### config.mk
export PLATFORM = sky130hd
export DESIGN_NAME = csr_access_unit_flat
export DESIGN_NICKNAME = d
export VERILOG_FILES = /design/src/rtl/csr_pkg.sv /design/src/rtl/csr_access_unit_if.sv /design/src/rtl/csr_rmw.sv /design/src/rtl/csr_access_unit.sv /design/src/flat_wrapper.sv
export SDC_FILE = /design/constraint.sdc
export NUM_CORES = 1
export LEC_CHECK = 0
export ABC_AREA = 1
export CAP_MARGIN = 20
export CELL_PAD_IN_SITES_DETAIL_PLACEMENT = 1
export CELL_PAD_IN_SITES_GLOBAL_PLACEMENT = 1
export CORE_AREA = 2 2 195 197
export DETAILED_ROUTE_END_ITERATION = 10
export DIE_AREA = 0 0 197 199
export GPL_TIMING_DRIVEN = 0
export MAX_ROUTING_LAYER = met4
export PLACE_DENSITY_LB_ADDON = 0.1
export SLEW_MARGIN = 20
export SYNTH_ARGS = -nofsm -noshare
export SYNTH_HDL_FRONTEND = slang
export SYNTH_SLANG_ARGS = --single-unit
### constraint.sdc
create_clock -name clk -period 11.9 [get_ports clk]
set_input_delay 2.38 -clock clk [delete_from_list [all_inputs] [get_ports clk]]
set_output_delay 2.38 -clock clk [all_outputs]
set_load 0.05 [all_outputs]
### src/rtl/csr_pkg.sv
`default_nettype none
// ============================================================================
// Module      : csr_pkg
// Description : Shared constants and state type for the Zicsr access unit.
// Revision    : 1.0 - initial release
// ============================================================================
package csr_pkg;

    localparam logic [2:0] c_OP_RW  = 3'b001;
    localparam logic [2:0] c_OP_RS  = 3'b010;
    localparam logic [2:0] c_OP_RC  = 3'b011;
    localparam logic [2:0] c_OP_RWI = 3'b101;
    localparam logic [2:0] c_OP_RSI = 3'b110;
    localparam logic [2:0] c_OP_RCI = 3'b111;

    localparam logic [1:0] c_PRIV_U = 2'b00;
    localparam logic [1:0] c_PRIV_S = 2'b01;
    localparam logic [1:0] c_PRIV_M = 2'b11;

    localparam logic [11:0] c_MSCRATCH_ADDR = 12'h340;
    localparam logic [11:0] c_SSCRATCH_ADDR = 12'h140;

    typedef enum logic [1:0] {
        ST_IDLE  = 2'd0,
        ST_READ  = 2'd1,
        ST_WRITE = 2'd2,
        ST_RESP  = 2'd3
    } state_t;

endpackage
`default_nettype wire

### src/rtl/csr_access_unit_if.sv
`default_nettype none
// ============================================================================
// Module      : csr_access_unit_if
// Description : Request, CSR-bank and response signals of the CSR access unit.
// Revision    : 1.0 - initial release
// ============================================================================
interface csr_access_unit_if #(
    parameter int XLEN = 64
);
    logic            req_valid;
    logic            req_ready;
    logic [2:0]      req_op;
    logic [11:0]     req_addr;
    logic [XLEN-1:0] req_rs1_data;
    logic [4:0]      req_uimm;
    logic            req_rs1_zero;
    logic [1:0]      priv;
    logic [11:0]     csr_raddr;
    logic [XLEN-1:0] csr_rdata;
    logic            csr_ext_hit;
    logic            mrw_mscratch_sel;
    logic            srw_sscratch_sel;
    logic            csr_write;
    logic [XLEN-1:0] data_csr;
    logic            rsp_valid;
    logic            rsp_ready;
    logic [XLEN-1:0] rsp_rdata;
    logic            rsp_illegal;

    modport slave (
        input  req_valid, req_op, req_addr, req_rs1_data, req_uimm, req_rs1_zero,
               priv, csr_rdata, csr_ext_hit, rsp_ready,
        output req_ready, csr_raddr, mrw_mscratch_sel, srw_sscratch_sel,
               csr_write, data_csr, rsp_valid, rsp_rdata, rsp_illegal
    );

    modport master (
        output req_valid, req_op, req_addr, req_rs1_data, req_uimm, req_rs1_zero,
               priv, csr_rdata, csr_ext_hit, rsp_ready,
        input  req_ready, csr_raddr, mrw_mscratch_sel, srw_sscratch_sel,
               csr_write, data_csr, rsp_valid, rsp_rdata, rsp_illegal
    );
endinterface
`default_nettype wire

### src/rtl/csr_rmw.sv
`default_nettype none
// ============================================================================
// Module      : csr_rmw
// Description : Read-modify-write result and write-enable for Zicsr ops.
// Revision    : 1.0 - initial release
// ============================================================================
module csr_rmw
    import csr_pkg::*;
#(
    parameter int XLEN = 64
) (
    input  wire logic [2:0]      op,
    input  wire logic [XLEN-1:0] old,
    input  wire logic [XLEN-1:0] rs1_data,
    input  wire logic [4:0]      uimm,
    input  wire logic            rs1_zero,
    output logic      [XLEN-1:0] new_val,
    output logic                 wr_en
);
    logic [XLEN-1:0] w_operand;

    assign w_operand = op[2] ? {{(XLEN-5){1'b0}}, uimm} : rs1_data;

    // Set/clear forms with a zero source are pure reads and must not write.
    always_comb begin
        new_val = w_operand;
        wr_en   = 1'b0;
        case (op)
            c_OP_RW, c_OP_RWI: begin
                new_val = w_operand;
                wr_en   = 1'b1;
            end
            c_OP_RS: begin
                new_val = old | w_operand;
                wr_en   = !rs1_zero;
            end
            c_OP_RC: begin
                new_val = old & ~w_operand;
                wr_en   = !rs1_zero;
            end
            c_OP_RSI: begin
                new_val = old | w_operand;
                wr_en   = (uimm != 5'd0);
            end
            c_OP_RCI: begin
                new_val = old & ~w_operand;
                wr_en   = (uimm != 5'd0);
            end
            default: begin
                new_val = old;
                wr_en   = 1'b0;
            end
        endcase
    end
endmodule
`default_nettype wire

### src/rtl/csr_access_unit.sv
`default_nettype none
// ============================================================================
// Module      : csr_access_unit
// Description : Executes one Zicsr instruction at a time: read, check, write, respond.
// Revision    : 1.0 - initial release
// ============================================================================
module csr_access_unit
    import csr_pkg::*;
#(
    parameter int          XLEN          = 64,
    parameter logic [11:0] MSCRATCH_ADDR = c_MSCRATCH_ADDR,
    parameter logic [11:0] SSCRATCH_ADDR = c_SSCRATCH_ADDR
) (
    input wire logic         clk,
    input wire logic         rst,
    csr_access_unit_if.slave bus
);
    state_t          r_state;
    state_t          w_next;
    logic [2:0]      r_op;
    logic [XLEN-1:0] r_rs1_data;
    logic [4:0]      r_uimm;
    logic            r_rs1_zero;
    logic [1:0]      r_priv;
    logic [11:0]     r_raddr;
    logic [XLEN-1:0] r_old;
    logic [XLEN-1:0] r_data;
    logic [XLEN-1:0] r_rdata;
    logic            r_illegal;

    logic [XLEN-1:0] w_new;
    logic            w_wr_en;
    logic            w_hit_m;
    logic            w_hit_s;
    logic            w_op_bad;
    logic            w_illegal;

    csr_rmw #(.XLEN(XLEN)) u_rmw (
        .op       (r_op),
        .old      (bus.csr_rdata),
        .rs1_data (r_rs1_data),
        .uimm     (r_uimm),
        .rs1_zero (r_rs1_zero),
        .new_val  (w_new),
        .wr_en    (w_wr_en)
    );

    assign w_hit_m   = (r_raddr == MSCRATCH_ADDR);
    assign w_hit_s   = (r_raddr == SSCRATCH_ADDR);
    assign w_op_bad  = (r_op == 3'b000) || (r_op == 3'b100);
    // addr[11:10]==11 marks read-only CSRs; addr[9:8] is the lowest privilege allowed.
    assign w_illegal = w_op_bad
                     || (r_raddr[9:8] > r_priv)
                     || ((r_raddr[11:10] == 2'b11) && w_wr_en)
                     || (!w_hit_m && !w_hit_s && !bus.csr_ext_hit);

    always_ff @(posedge clk or posedge rst) begin
        if (rst) begin
            r_state <= ST_IDLE;
        end else begin
            r_state <= w_next;
        end
    end

    // Strobes decode from state so an asynchronous reset drops them at once.
    always_comb begin
        w_next               = r_state;
        bus.req_ready        = 1'b0;
        bus.csr_write        = 1'b0;
        bus.mrw_mscratch_sel = 1'b0;
        bus.srw_sscratch_sel = 1'b0;
        bus.rsp_valid        = 1'b0;
        case (r_state)
            ST_IDLE: begin
                bus.req_ready = 1'b1;
                if (bus.req_valid) w_next = ST_READ;
            end
            ST_READ: begin
                w_next = (w_illegal || !w_wr_en) ? ST_RESP : ST_WRITE;
            end
            ST_WRITE: begin
                bus.csr_write        = 1'b1;
                bus.mrw_mscratch_sel = w_hit_m;
                bus.srw_sscratch_sel = w_hit_s;
                w_next               = ST_RESP;
            end
            ST_RESP: begin
                bus.rsp_valid = 1'b1;
                if (bus.rsp_ready) w_next = ST_IDLE;
            end
            default: w_next = ST_IDLE;
        endcase
    end

    always_ff @(posedge clk or posedge rst) begin
        if (rst) begin
            r_op       <= 3'd0;
            r_rs1_data <= '0;
            r_uimm     <= 5'd0;
            r_rs1_zero <= 1'b0;
            r_priv     <= 2'd0;
            r_raddr    <= 12'd0;
            r_old      <= '0;
            r_data     <= '0;
            r_rdata    <= '0;
            r_illegal  <= 1'b0;
        end else begin
            case (r_state)
                ST_IDLE: begin
                    if (bus.req_valid) begin
                        r_op       <= bus.req_op;
                        r_rs1_data <= bus.req_rs1_data;
                        r_uimm     <= bus.req_uimm;
                        r_rs1_zero <= bus.req_rs1_zero;
                        r_priv     <= bus.priv;
                        r_raddr    <= bus.req_addr;
                    end
                end
                ST_READ: begin
                    r_old <= bus.csr_rdata;
                    if (w_illegal) begin
                        r_illegal <= 1'b1;
                        r_rdata   <= '0;
                    end else if (!w_wr_en) begin
                        r_illegal <= 1'b0;
                        r_rdata   <= bus.csr_rdata;
                    end else begin
                        r_illegal <= 1'b0;
                        r_data    <= w_new;
                    end
                end
                ST_WRITE: r_rdata <= r_old;
                default: ;
            endcase
        end
    end

    assign bus.csr_raddr   = r_raddr;
    assign bus.data_csr    = r_data;
    assign bus.rsp_rdata   = r_rdata;
    assign bus.rsp_illegal = r_illegal;
endmodule
`default_nettype wire

### src/flat_wrapper.sv
// flat-port wrapper written by rule: the top's interface ports become plain ports
module csr_access_unit_flat import csr_pkg::*;
#(
    parameter int          XLEN          = 64,
    parameter logic [11:0] MSCRATCH_ADDR = c_MSCRATCH_ADDR,
    parameter logic [11:0] SSCRATCH_ADDR = c_SSCRATCH_ADDR
)
  (clk, rst, bus_req_valid, bus_req_op, bus_req_addr, bus_req_rs1_data, bus_req_uimm, bus_req_rs1_zero, bus_priv, bus_csr_rdata, bus_csr_ext_hit, bus_rsp_ready, bus_req_ready, bus_csr_raddr, bus_mrw_mscratch_sel, bus_srw_sscratch_sel, bus_csr_write, bus_data_csr, bus_rsp_valid, bus_rsp_rdata, bus_rsp_illegal);
  csr_access_unit_if #(.XLEN(XLEN)) bus_i ();
  input wire logic clk;
  input wire logic rst;
  input wire logic [$bits(bus_i.req_valid)-1:0] bus_req_valid;
  input wire logic [$bits(bus_i.req_op)-1:0] bus_req_op;
  input wire logic [$bits(bus_i.req_addr)-1:0] bus_req_addr;
  input wire logic [$bits(bus_i.req_rs1_data)-1:0] bus_req_rs1_data;
  input wire logic [$bits(bus_i.req_uimm)-1:0] bus_req_uimm;
  input wire logic [$bits(bus_i.req_rs1_zero)-1:0] bus_req_rs1_zero;
  input wire logic [$bits(bus_i.priv)-1:0] bus_priv;
  input wire logic [$bits(bus_i.csr_rdata)-1:0] bus_csr_rdata;
  input wire logic [$bits(bus_i.csr_ext_hit)-1:0] bus_csr_ext_hit;
  input wire logic [$bits(bus_i.rsp_ready)-1:0] bus_rsp_ready;
  output wire logic [$bits(bus_i.req_ready)-1:0] bus_req_ready;
  output wire logic [$bits(bus_i.csr_raddr)-1:0] bus_csr_raddr;
  output wire logic [$bits(bus_i.mrw_mscratch_sel)-1:0] bus_mrw_mscratch_sel;
  output wire logic [$bits(bus_i.srw_sscratch_sel)-1:0] bus_srw_sscratch_sel;
  output wire logic [$bits(bus_i.csr_write)-1:0] bus_csr_write;
  output wire logic [$bits(bus_i.data_csr)-1:0] bus_data_csr;
  output wire logic [$bits(bus_i.rsp_valid)-1:0] bus_rsp_valid;
  output wire logic [$bits(bus_i.rsp_rdata)-1:0] bus_rsp_rdata;
  output wire logic [$bits(bus_i.rsp_illegal)-1:0] bus_rsp_illegal;
  assign bus_i.req_valid = bus_req_valid;
  assign bus_i.req_op = bus_req_op;
  assign bus_i.req_addr = bus_req_addr;
  assign bus_i.req_rs1_data = bus_req_rs1_data;
  assign bus_i.req_uimm = bus_req_uimm;
  assign bus_i.req_rs1_zero = bus_req_rs1_zero;
  assign bus_i.priv = bus_priv;
  assign bus_i.csr_rdata = bus_csr_rdata;
  assign bus_i.csr_ext_hit = bus_csr_ext_hit;
  assign bus_i.rsp_ready = bus_rsp_ready;
  assign bus_req_ready = bus_i.req_ready;
  assign bus_csr_raddr = bus_i.csr_raddr;
  assign bus_mrw_mscratch_sel = bus_i.mrw_mscratch_sel;
  assign bus_srw_sscratch_sel = bus_i.srw_sscratch_sel;
  assign bus_csr_write = bus_i.csr_write;
  assign bus_data_csr = bus_i.data_csr;
  assign bus_rsp_valid = bus_i.rsp_valid;
  assign bus_rsp_rdata = bus_i.rsp_rdata;
  assign bus_rsp_illegal = bus_i.rsp_illegal;
  csr_access_unit #(.XLEN(XLEN), .MSCRATCH_ADDR(MSCRATCH_ADDR), .SSCRATCH_ADDR(SSCRATCH_ADDR)) u_core (.clk(clk), .rst(rst), .bus(bus_i));
endmodule
==> results of run 1 <==
cell families (layout without fill, tap and decap cells):
kind of cell | Yosys count | after routing
multiplexers | 70 | 70
AO/OA/AOI/OAI | 283 | 283
other | 0 | 1
flip-flops | 282 | 282
adder cells (fa/ha/maj) | 6 | 6
buffers and inverters | 278 | 644
AND/OR/NAND/NOR | 698 | 698
final timing paths:
check	cells after the start	to	slack, ns	from
max in group asynchronous	4	u_core.bus.data_csr[12]$_DFFE_PP0P_	8.50	rst
worst max-delay path	7	bus_srw_sscratch_sel	6.08	u_core.r_state[0]$_DFFE_PP0P_
worst min-delay path	2	u_core.bus.rsp_rdata[38]$_DFFE_PP0P_	0.48	u_core.bus.rsp_rdata[38]$_DFFE_PP0P_
worst max register to register	7	u_core.bus.csr_raddr[5]$_DFFE_PP0P_	8.99	u_core.r_state[0]$_DFFE_PP0P_
min in group asynchronous	2	u_core.bus.data_csr[40]$_DFFE_PP0P_	2.29	rst
worst min register to register	2	u_core.bus.rsp_rdata[38]$_DFFE_PP0P_	0.48	u_core.bus.rsp_rdata[38]$_DFFE_PP0P_
cell type report:
type	instances	share of cell area [%]
inverter	157	3.19
sequential	282	37.5
tap	474	3.15
clock buffer	54	5.85
buffer	121	3.65
clock inverter	7	0.452
antenna	1	0.0133
multi-input combinational	1057	29.7
timing repair buffer	305	16.5
cells in the mapped netlist (11+ instances only):
cell	instances	area (um2)
buf_2	30	150
dfrtp_1	282	7060
o211ai_1	62	465
buf_1	11	41.3
nand3_1	67	335
a21oi_1	19	95.1
nand4_1	65	407
buf_6	25	282
nand2_1	463	1740
nor2_1	93	349
inv_1	153	574
o21ai_2	56	490
mux2_2	70	788
o21ai_0	131	656
clkbuf_1	53	199
metrics by stage:
step	util [%]	hold slack (ns)	instance area [um2]	setup WS (ns)	std cells
4_1_cts	50.7	0.482	18800	6.04	2457
5_1_grt	50.7	0.501	18800	5.83	2458
3_3_place_gp	47.2	0.462	17500	-2.65	2392
3_5_place_dp	47.5	0.466	17600	6.61	2396
2_1_floorplan	-	0.453	13900	1.74	1617
6_report	50.7	0.475	18800	6.08	2458
worst max-delay path, stage by stage (launching register included):
cell and delay [ns]:
dfrtp_1 0.43, inv_1 0.13, ha_1 0.23, clkbuf_1 0.43
clkbuf_1 0.48, inv_1 0.17, nor3_1 0.22, clkdlybuf4s50_1 0.83
per-layer routing:
metal / up-vias / GRT usage, % / wire [um]
li1: 5961 / - / -
met3: 72 / 4.63 / 2210
met5: - / - / 0
met2: 277 / 42.6 / 23500
met1: 6301 / 32.0 / 21000
met4: 0 / 6.49 / 1080
sequential cells by signal, indices dropped and copies added (netlist names):
name                    cells
u_core.r_rs1_data          64
u_core.bus.rsp_illegal      1
u_core.bus.csr_raddr       12
u_core.r_rs1_zero           1
u_core.r_priv               2
u_core.bus.rsp_rdata       64
u_core.r_uimm               5
u_core.bus.data_csr        64
u_core.r_state              2
u_core.r_old               64
u_core.r_op                 3
where the power goes:
| group | internal [mW] | switching, mW | leakage, nW |
|---|---|---|---|
| registers | 1.38 | 0.225 | 3.51 |
| logic | 0.984 | 2.08 | 4.79 |
| clock network | 0.677 | 0.424 | 0.590 |
| total | 3.04 | 2.73 | 8.89 |
==> metrics, run 1 <==
CP max FO=10; total global-route track usage=25.5%; core footprint=0.0371 mm2; simple-gate portion of the synthesized area=approximately a fifth; post-CTS resize count=0; Final Hold Viols=0; Data required, critical path=9.52 ns; Slew Viols, Final=0; RePlAce Congestion=0.795; Num CTS Buffers=36; commonest non-fill, non-tap cells in the layout=nand2_1 (463), clkdlybuf4s50_1 (301), dfrtp_1 (282); final net count=2122; IO Pins=approximately 300; final setup fails=0; Mapped Area=0.0139 mm2; die height=199 um; initial core utilization=37.5%; number of iterations in the first detailed-routing pass=5; Syn Area/Cell=8.60 um2; xor/xnor share of the synthesized area=0%; Ys Warns=0; total grt overflow=0; final setup skew=0.0160 ns; vias in the first global route=13605; Die Width=around 200 um; Pwr Density=around 300 mW/mm2; Compound-Gate Fraction of Synth Area=roughly 13%; Final Total Pwr=5.77 mW; Post-Route WL=approximately 48 mm; clock root buffer=clkbuf_16; post-synthesis mux area share=5.67%; EDFF count, synth=0; share of post-route cells with drive strength above 1=12.9%; number of vias per cell=5.13; Routed Antenna Nets=0; clock slew at reported path FFs=0.06 ns; cts hold-fix bufs=0; drt drc=0; post-synth cell types=33; RSZ-0062 raised after global routing=no; Yosys reg bits=282; Synth Area in Adders=0.540%; Setup crit start kind=flop; count of input and output buffers=301; Tmin final=5.82 ns; via count=12611; Slew HR=50.4%; number of DRC markers in iteration 0=643; H-tree depth=2; Syn Nets=around 1800; first-pass GRT wire length=75.7 mm; Main synth FF type=dfrtp_1; clock sinks=282; ys async rst share=100%; status=finished clean; worst-case clock buffer depth=3; FILL cells=4366; Mapped Cells=1617; CTS tree=done; commonest non-fill, non-tap cell in the layout=nand2_1; post-DP HPWL=between 30 and 40 mm; crit share post-route=48.9%; Worst VDD drop=roughly 0.00014 V; Area Growth Syn to Fin=35.2%; largest net degree at the start of global routing=95; FMAX=172 MHz; Seq/Total Area, Yosys=50.7%; die area=0.0392 mm2; DR WL/cell=19.5 um; CP endpoint kind=primary output; std cell rows=71; largest family of logic cells by synthesized area=simple AND/OR/NAND/NOR gates; Setup Fix Bufs, Post-CTS=0; crit path DAT=3.44 ns; leakage power=8.89 nW; max-cap violations=0; register area=just over 0.007 mm2; setup TNS=0 ns; clock latency on the worst-skew pair=0.53 ns; multi-input logic area=0.00558 mm2; worst slew pin tran=approximately 0.74 ns; HP Class=flop to flop; critical path class=flop to primary output; initial antenna violation count=2
Power figures use the tool's default switching activity.
==> run 2, diff against run 1 <==
Clock period 11.9 ns to 5.88 ns, I/O delays scaled along.
==> run 2 against run 1 <==
Count of clock-buffer cells in the layout increased by 4. Largest power group unchanged. Critical path type unchanged. Global-route usage grew 0.055 points. Via count increased by 0.18%. Largest cell class unchanged.
==> metrics, run 2 (same netlist as run 1, synthesis figures left out) <==
Hold Slack=0.476 ns; clock slew at reported path FFs=0.05 ns; Final Total Pwr=11.6 mW; final std cells w/o fill=2466; Data required, critical path=4.70 ns; cell area after layout=0.0189 mm2; Pwr Density=615 mW/mm2; Die Width=197 um; post-CTS resize count=0; initial core utilization=37.5%; max-cap violations=0; commonest non-fill, non-tap cell in the layout=nand2_1; final setup fails=0; post-DP HPWL=~35 mm; CP max stage delay=0.84 ns; Area Growth Syn to Fin=36.1%; critical path class=flop to primary output; status=finished clean; Crit path buffers/inverters=5; vias in the first global route=approximately 14000; crit path cell chain=inv_1, ha_1, clkbuf_1, clkbuf_1, inv_1, nor3_1, clkdlybuf4s50_1; setup slack after layout=1.23 ns; Post-Route WL=47.7 mm; Slew HR=around 56%; leakage power=between 8 and 9 nW; std cell rows=71; crit path DAT=approximately 3.5 ns; number of iterations in the first detailed-routing pass=5; clock latency on the worst-skew pair=0.53 ns; Tmin final=4.65 ns; setup TNS=0 ns; HP Class=flop to flop; Worst VDD drop=0.000267 V; share of post-route cells with drive strength above 1=around an eighth; number of DRC markers in iteration 0=518; number of vias per cell=5.12; via count=12634; dpl cell area=0.0177 mm2; RePlAce Congestion=approximately 0.82; final setup skew=0.0124 ns; crit path max-delay cell type=clkdlybuf4s50_1; Setup crit start kind=flop; drt drc=0; clock sinks=about 280; DR WL/cell=19.3 um; total global-route track usage=25.5%; count of input and output buffers=301; CTS tree=done; Placed Cells=around 2400; pre-CTS setup slack=1.77 ns; core footprint=0.0371 mm2; Num CTS Buffers=36; Routed Antenna Nets=0; clock root buffer=clkbuf_16; die height=slightly below 200 um; commonest non-fill, non-tap cells in the layout=nand2_1 (463), clkdlybuf4s50_1 (301), dfrtp_1 (282); cts hold-fix bufs=0; FMAX=215 MHz; RSZ-0062 raised after global routing=no; initial antenna violation count=0; final net count=~2100; total grt overflow=0; crit share post-route=79.1%; CP endpoint kind=primary output; CP max FO=10; Slew Viols, Final=0; CP delay by family, top=buffers and inverters; Util after Layout=51.0%; Setup Fix Bufs, Post-CTS=0; worst slew pin tran=0.662 ns; first-pass GRT wire length=about 75 mm; H-tree depth=2; Final Hold Viols=0; die area=0.0392 mm2; largest net degree at the start of global routing=33; IO Pins=302; worst-case clock buffer depth=3
[run 2: changes by cell type in the layout (fill, tap and decap cells not counted)]
| cell | delta |
|---|---|
| clkbuf_8 | +4 |
| clkinv_2 | -2 |
| buf_12 | +9 |
| buf_16 | -2 |
| clkinv_4 | +1 |
| clkinvlp_4 | +1 |
| inv_8 | -1 |
| bufinv_16 | -2 |
[run 2: path summary, 6_finish.rpt]
| check | cells after the start | slack (ns) | from | endpoint |
|---|---|---|---|---|
| worst max register to register | 6 | 3.30 | u_core.r_state[0]$_DFFE_PP0P_ | u_core.r_rs1_data[4]$_DFFE_PP0P_ |
| max in group asynchronous | 5 | 3.80 | rst | u_core.bus.data_csr[8]$_DFFE_PP0P_ |
| worst min-delay path | 2 | 0.48 | u_core.bus.rsp_rdata[37]$_DFFE_PP0P_ | u_core.bus.rsp_rdata[37]$_DFFE_PP0P_ |
| min in group asynchronous | 2 | 1.05 | rst | u_core.bus.data_csr[44]$_DFFE_PP0P_ |
| worst min register to register | 2 | 0.48 | u_core.bus.rsp_rdata[37]$_DFFE_PP0P_ | u_core.bus.rsp_rdata[37]$_DFFE_PP0P_ |
| worst max-delay path | 7 | 1.23 | u_core.r_state[0]$_DFFE_PP0P_ | bus_srw_sscratch_sel |
[run 2: worst reg2reg max path: cells and delay by family, from the launching register on]
kind | cells | cell delay (ns)
fa+ha+maj | 1 | 0.30
buf+inv | 3 | 0.91
flops | 1 | 0.42
mux | 1 | 0.40
simple gates | 1 | 0.44
[run 2: per-layer routing]
layer	track usage, %	vias to the layer above	share of wire, %
met2	42.1	268	48
met4	7.35	0	2.3
met5	-	-	0
met3	4.39	75	4.8
li1	-	5973	-
met1	32.4	6318	45
[run 2: power by group]
group / total [mW] / switching [mW] / internal (mW)
combinational: 6.20 / 4.20 / 2.00
clock: 2.20 / 0.862 / 1.34
sequential: 3.24 / 0.456 / 2.79
total: 11.6 / 5.52 / 6.12
[run 2: cell type report]
cell class / count / area, um2
clock buffers: 58 / 1150
diodes: 1 / 2.50
well taps: 474 / 593
clock inverters: 4 / 23.8
inverters: 157 / 596
repair buffers: 312 / 3240
multi-input cells: 1057 / 5580
fillers: 4358 / 18200
flip-flops and latches: 282 / 7060
plain buffers: 121 / 687
==> run 3, diff against run 2 <==
Settings changed: CORE_AREA 2 2 195 197 to 2 2 206 208, DIE_AREA 0 0 197 199 to 0 0 208 210.
Clock period 5.88 ns to 4.1 ns, I/O delays scaled along.
==> run 3 against run 2 <==
Sequential cell count unchanged. Wire length grew 2.2%. Die area rose by 11%. Clock skew increased by 0.011 ns. Utilization is 5.2 points lower. Non-clock buffer count did not move. Final area increased by 0.38%. Global-route usage shrank 2.3 points. Final cell count increased by 2.7%. Critical path depth unchanged. Combinational power is 44% higher. Largest power group unchanged. Highest routed layer unchanged.
==> metrics, run 3 (same netlist as run 1, synthesis figures left out) <==
Pwr Density=878 mW/mm2; Data required, critical path=3.28 ns; leakage power=between 8 and 9 nW; Routed Antenna Nets=0; CP max FO=10; cells on worst reg2reg path=9; pre-CTS setup slack=0.273 ns; IO Pins=302; clock root buffer=clkbuf_16; first-pass GRT wire length=77.0 mm; RePlAce Congestion=around 0.80; total global-route track usage=23.2%; crit share post-route=between 80% and 90%; number of vias per cell=4.97; core footprint=roughly 0.041 mm2; status=finished clean; commonest non-fill, non-tap cell in the layout=nand2_1; Setup crit start kind=flop; Critical Path Start=u_core.r_state[0]$_DFFE_PP0P_; Tmin final=around 3.5 ns; clock sinks=~280; worst-case clock buffer depth=3; post-DP HPWL=around 36 mm; drt drc=0; cts hold-fix bufs=0; clock latency on the worst-skew pair=0.55 ns; max-cap violations=0; die height=between 200 and 250 um; final net count=approximately 2100; WHS Path Cells=2; register area=0.00706 mm2; Final Hold Viols=0; initial core utilization=33.5%; FMAX=about 280 MHz; RSZ-0062 raised after global routing=no; reg2reg start=u_core.bus.csr_raddr[9]$_DFFE_PP0P_; CTS tree=done; clock slew at reported path FFs=roughly 0.060 ns; FILL cells=4919; std cell rows=75; crit path DAT=2.71 ns; CP endpoint kind=primary output; Die Width=208 um; Slew HR=55.3%; commonest non-fill, non-tap cells in the layout=nand2_1 (463), clkdlybuf4s50_1 (299), dfrtp_1 (282); H-tree depth=2; critical path class=flop to primary output; final setup fails=0; number of iterations in the first detailed-routing pass=5; Slew Viols, Final=0; share of post-route cells with drive strength above 1=13.4%; final std cells w/o fill=2533; via count=12591; Placed Cells=2468; count of input and output buffers=between 300 and 400; Num CTS Buffers=36; vias in the first global route=13405; initial antenna violation count=1; Worst VDD drop=0.000412 V; largest net degree at the start of global routing=33; die area=approximately 0.044 mm2; DR WL/cell=19.2 um; HP Class=flop to flop; worst slew pin tran=around 0.67 ns; Area Growth Syn to Fin=36.6%; RR Endpoint=u_core.r_state[0]$_DFFE_PP0P_; number of DRC markers in iteration 0=around 570; setup slack after layout=0.571 ns; final setup skew=between 0.02 and 0.025 ns; total grt overflow=0; Post-Route WL=48.8 mm; Worst Setup EP=bus_srw_sscratch_sel; multi-input logic area=0.00558 mm2; reg-to-reg slack, setup=1.53 ns
## run 3: how the worst min path moves through the flow
stage / startpoint / slack, ns / end
2_1_floorplan: u_core.r_old[0]$_DFFE_PP0P_ / 0.45 / u_core.r_old[0]$_DFFE_PP0P_
3_3_place_gp: u_core.bus.rsp_rdata[37]$_DFFE_PP0P_ / 0.46 / u_core.bus.rsp_rdata[37]$_DFFE_PP0P_
3_5_place_dp: u_core.bus.rsp_rdata[26]$_DFFE_PP0P_ / 0.47 / u_core.bus.rsp_rdata[26]$_DFFE_PP0P_
4_1_cts: u_core.bus.rsp_rdata[26]$_DFFE_PP0P_ / 0.48 / u_core.bus.rsp_rdata[26]$_DFFE_PP0P_
5_1_grt: u_core.bus.data_csr[51]$_DFFE_PP0P_ / 0.49 / u_core.bus.data_csr[51]$_DFFE_PP0P_
6_report: u_core.bus.rsp_rdata[26]$_DFFE_PP0P_ / 0.47 / u_core.bus.rsp_rdata[26]$_DFFE_PP0P_
## run 3: metal layers
layer,share of wire (%),up-vias,track usage [%]
met5,0,-,-
met4,1.6,0,5.60
met3,5.1,54,4.35
met2,48,272,37.6
met1,45,6283,30.2
li1,-,5982,-
## run 3: final cells by class
| class | count | area share, % |
|---|---|---|
| antenna | 1 | 0.0132 |
| buffer | 121 | 3.63 |
| clock buffer | 52 | 5.64 |
| clock inverter | 12 | 0.514 |
| inverter | 157 | 3.13 |
| multi-input combinational | 1057 | 29.4 |
| sequential | 282 | 37.1 |
| tap | 539 | 3.55 |
| timing repair buffer | 312 | 17.0 |
## run 3: worst max-delay path, cell delays in order, from the launching register on
cell	delay, ns
dfrtp_1	0.43
inv_1	0.13
ha_1	0.23
clkbuf_2	0.29
clkbuf_2	0.32
inv_1	0.13
nor3_1	0.19
dlymetal6s2s_1	0.44
## run 3: where the power goes
group          leakage [nW]  internal [mW]  switching [mW]
Sequential             3.51           3.99           0.642
Clock                 0.579           1.88            1.27
Combinational          4.88           2.87            6.03
## run 3: per-stage QoR
step                      area (um2)  power (mW)  setup TNS [ns]  hold WS, ns  util, %
after floorplan                13900        10.5         -128.39        0.453        -
after global placement         17600        13.4         -829.23        0.462     42.4
after detailed placement       17800        13.7               0        0.467     43.0
after CTS                      19000        16.9               0        0.482     45.8
after global routing           19000        17.9               0        0.493     45.8
final                          19000        16.7               0        0.474     45.8
## run 3: timing repair
item,in CTS,in global routing
endpoints found under the setup margin,2,2
setup buffers,0,0
resized for setup,2,2
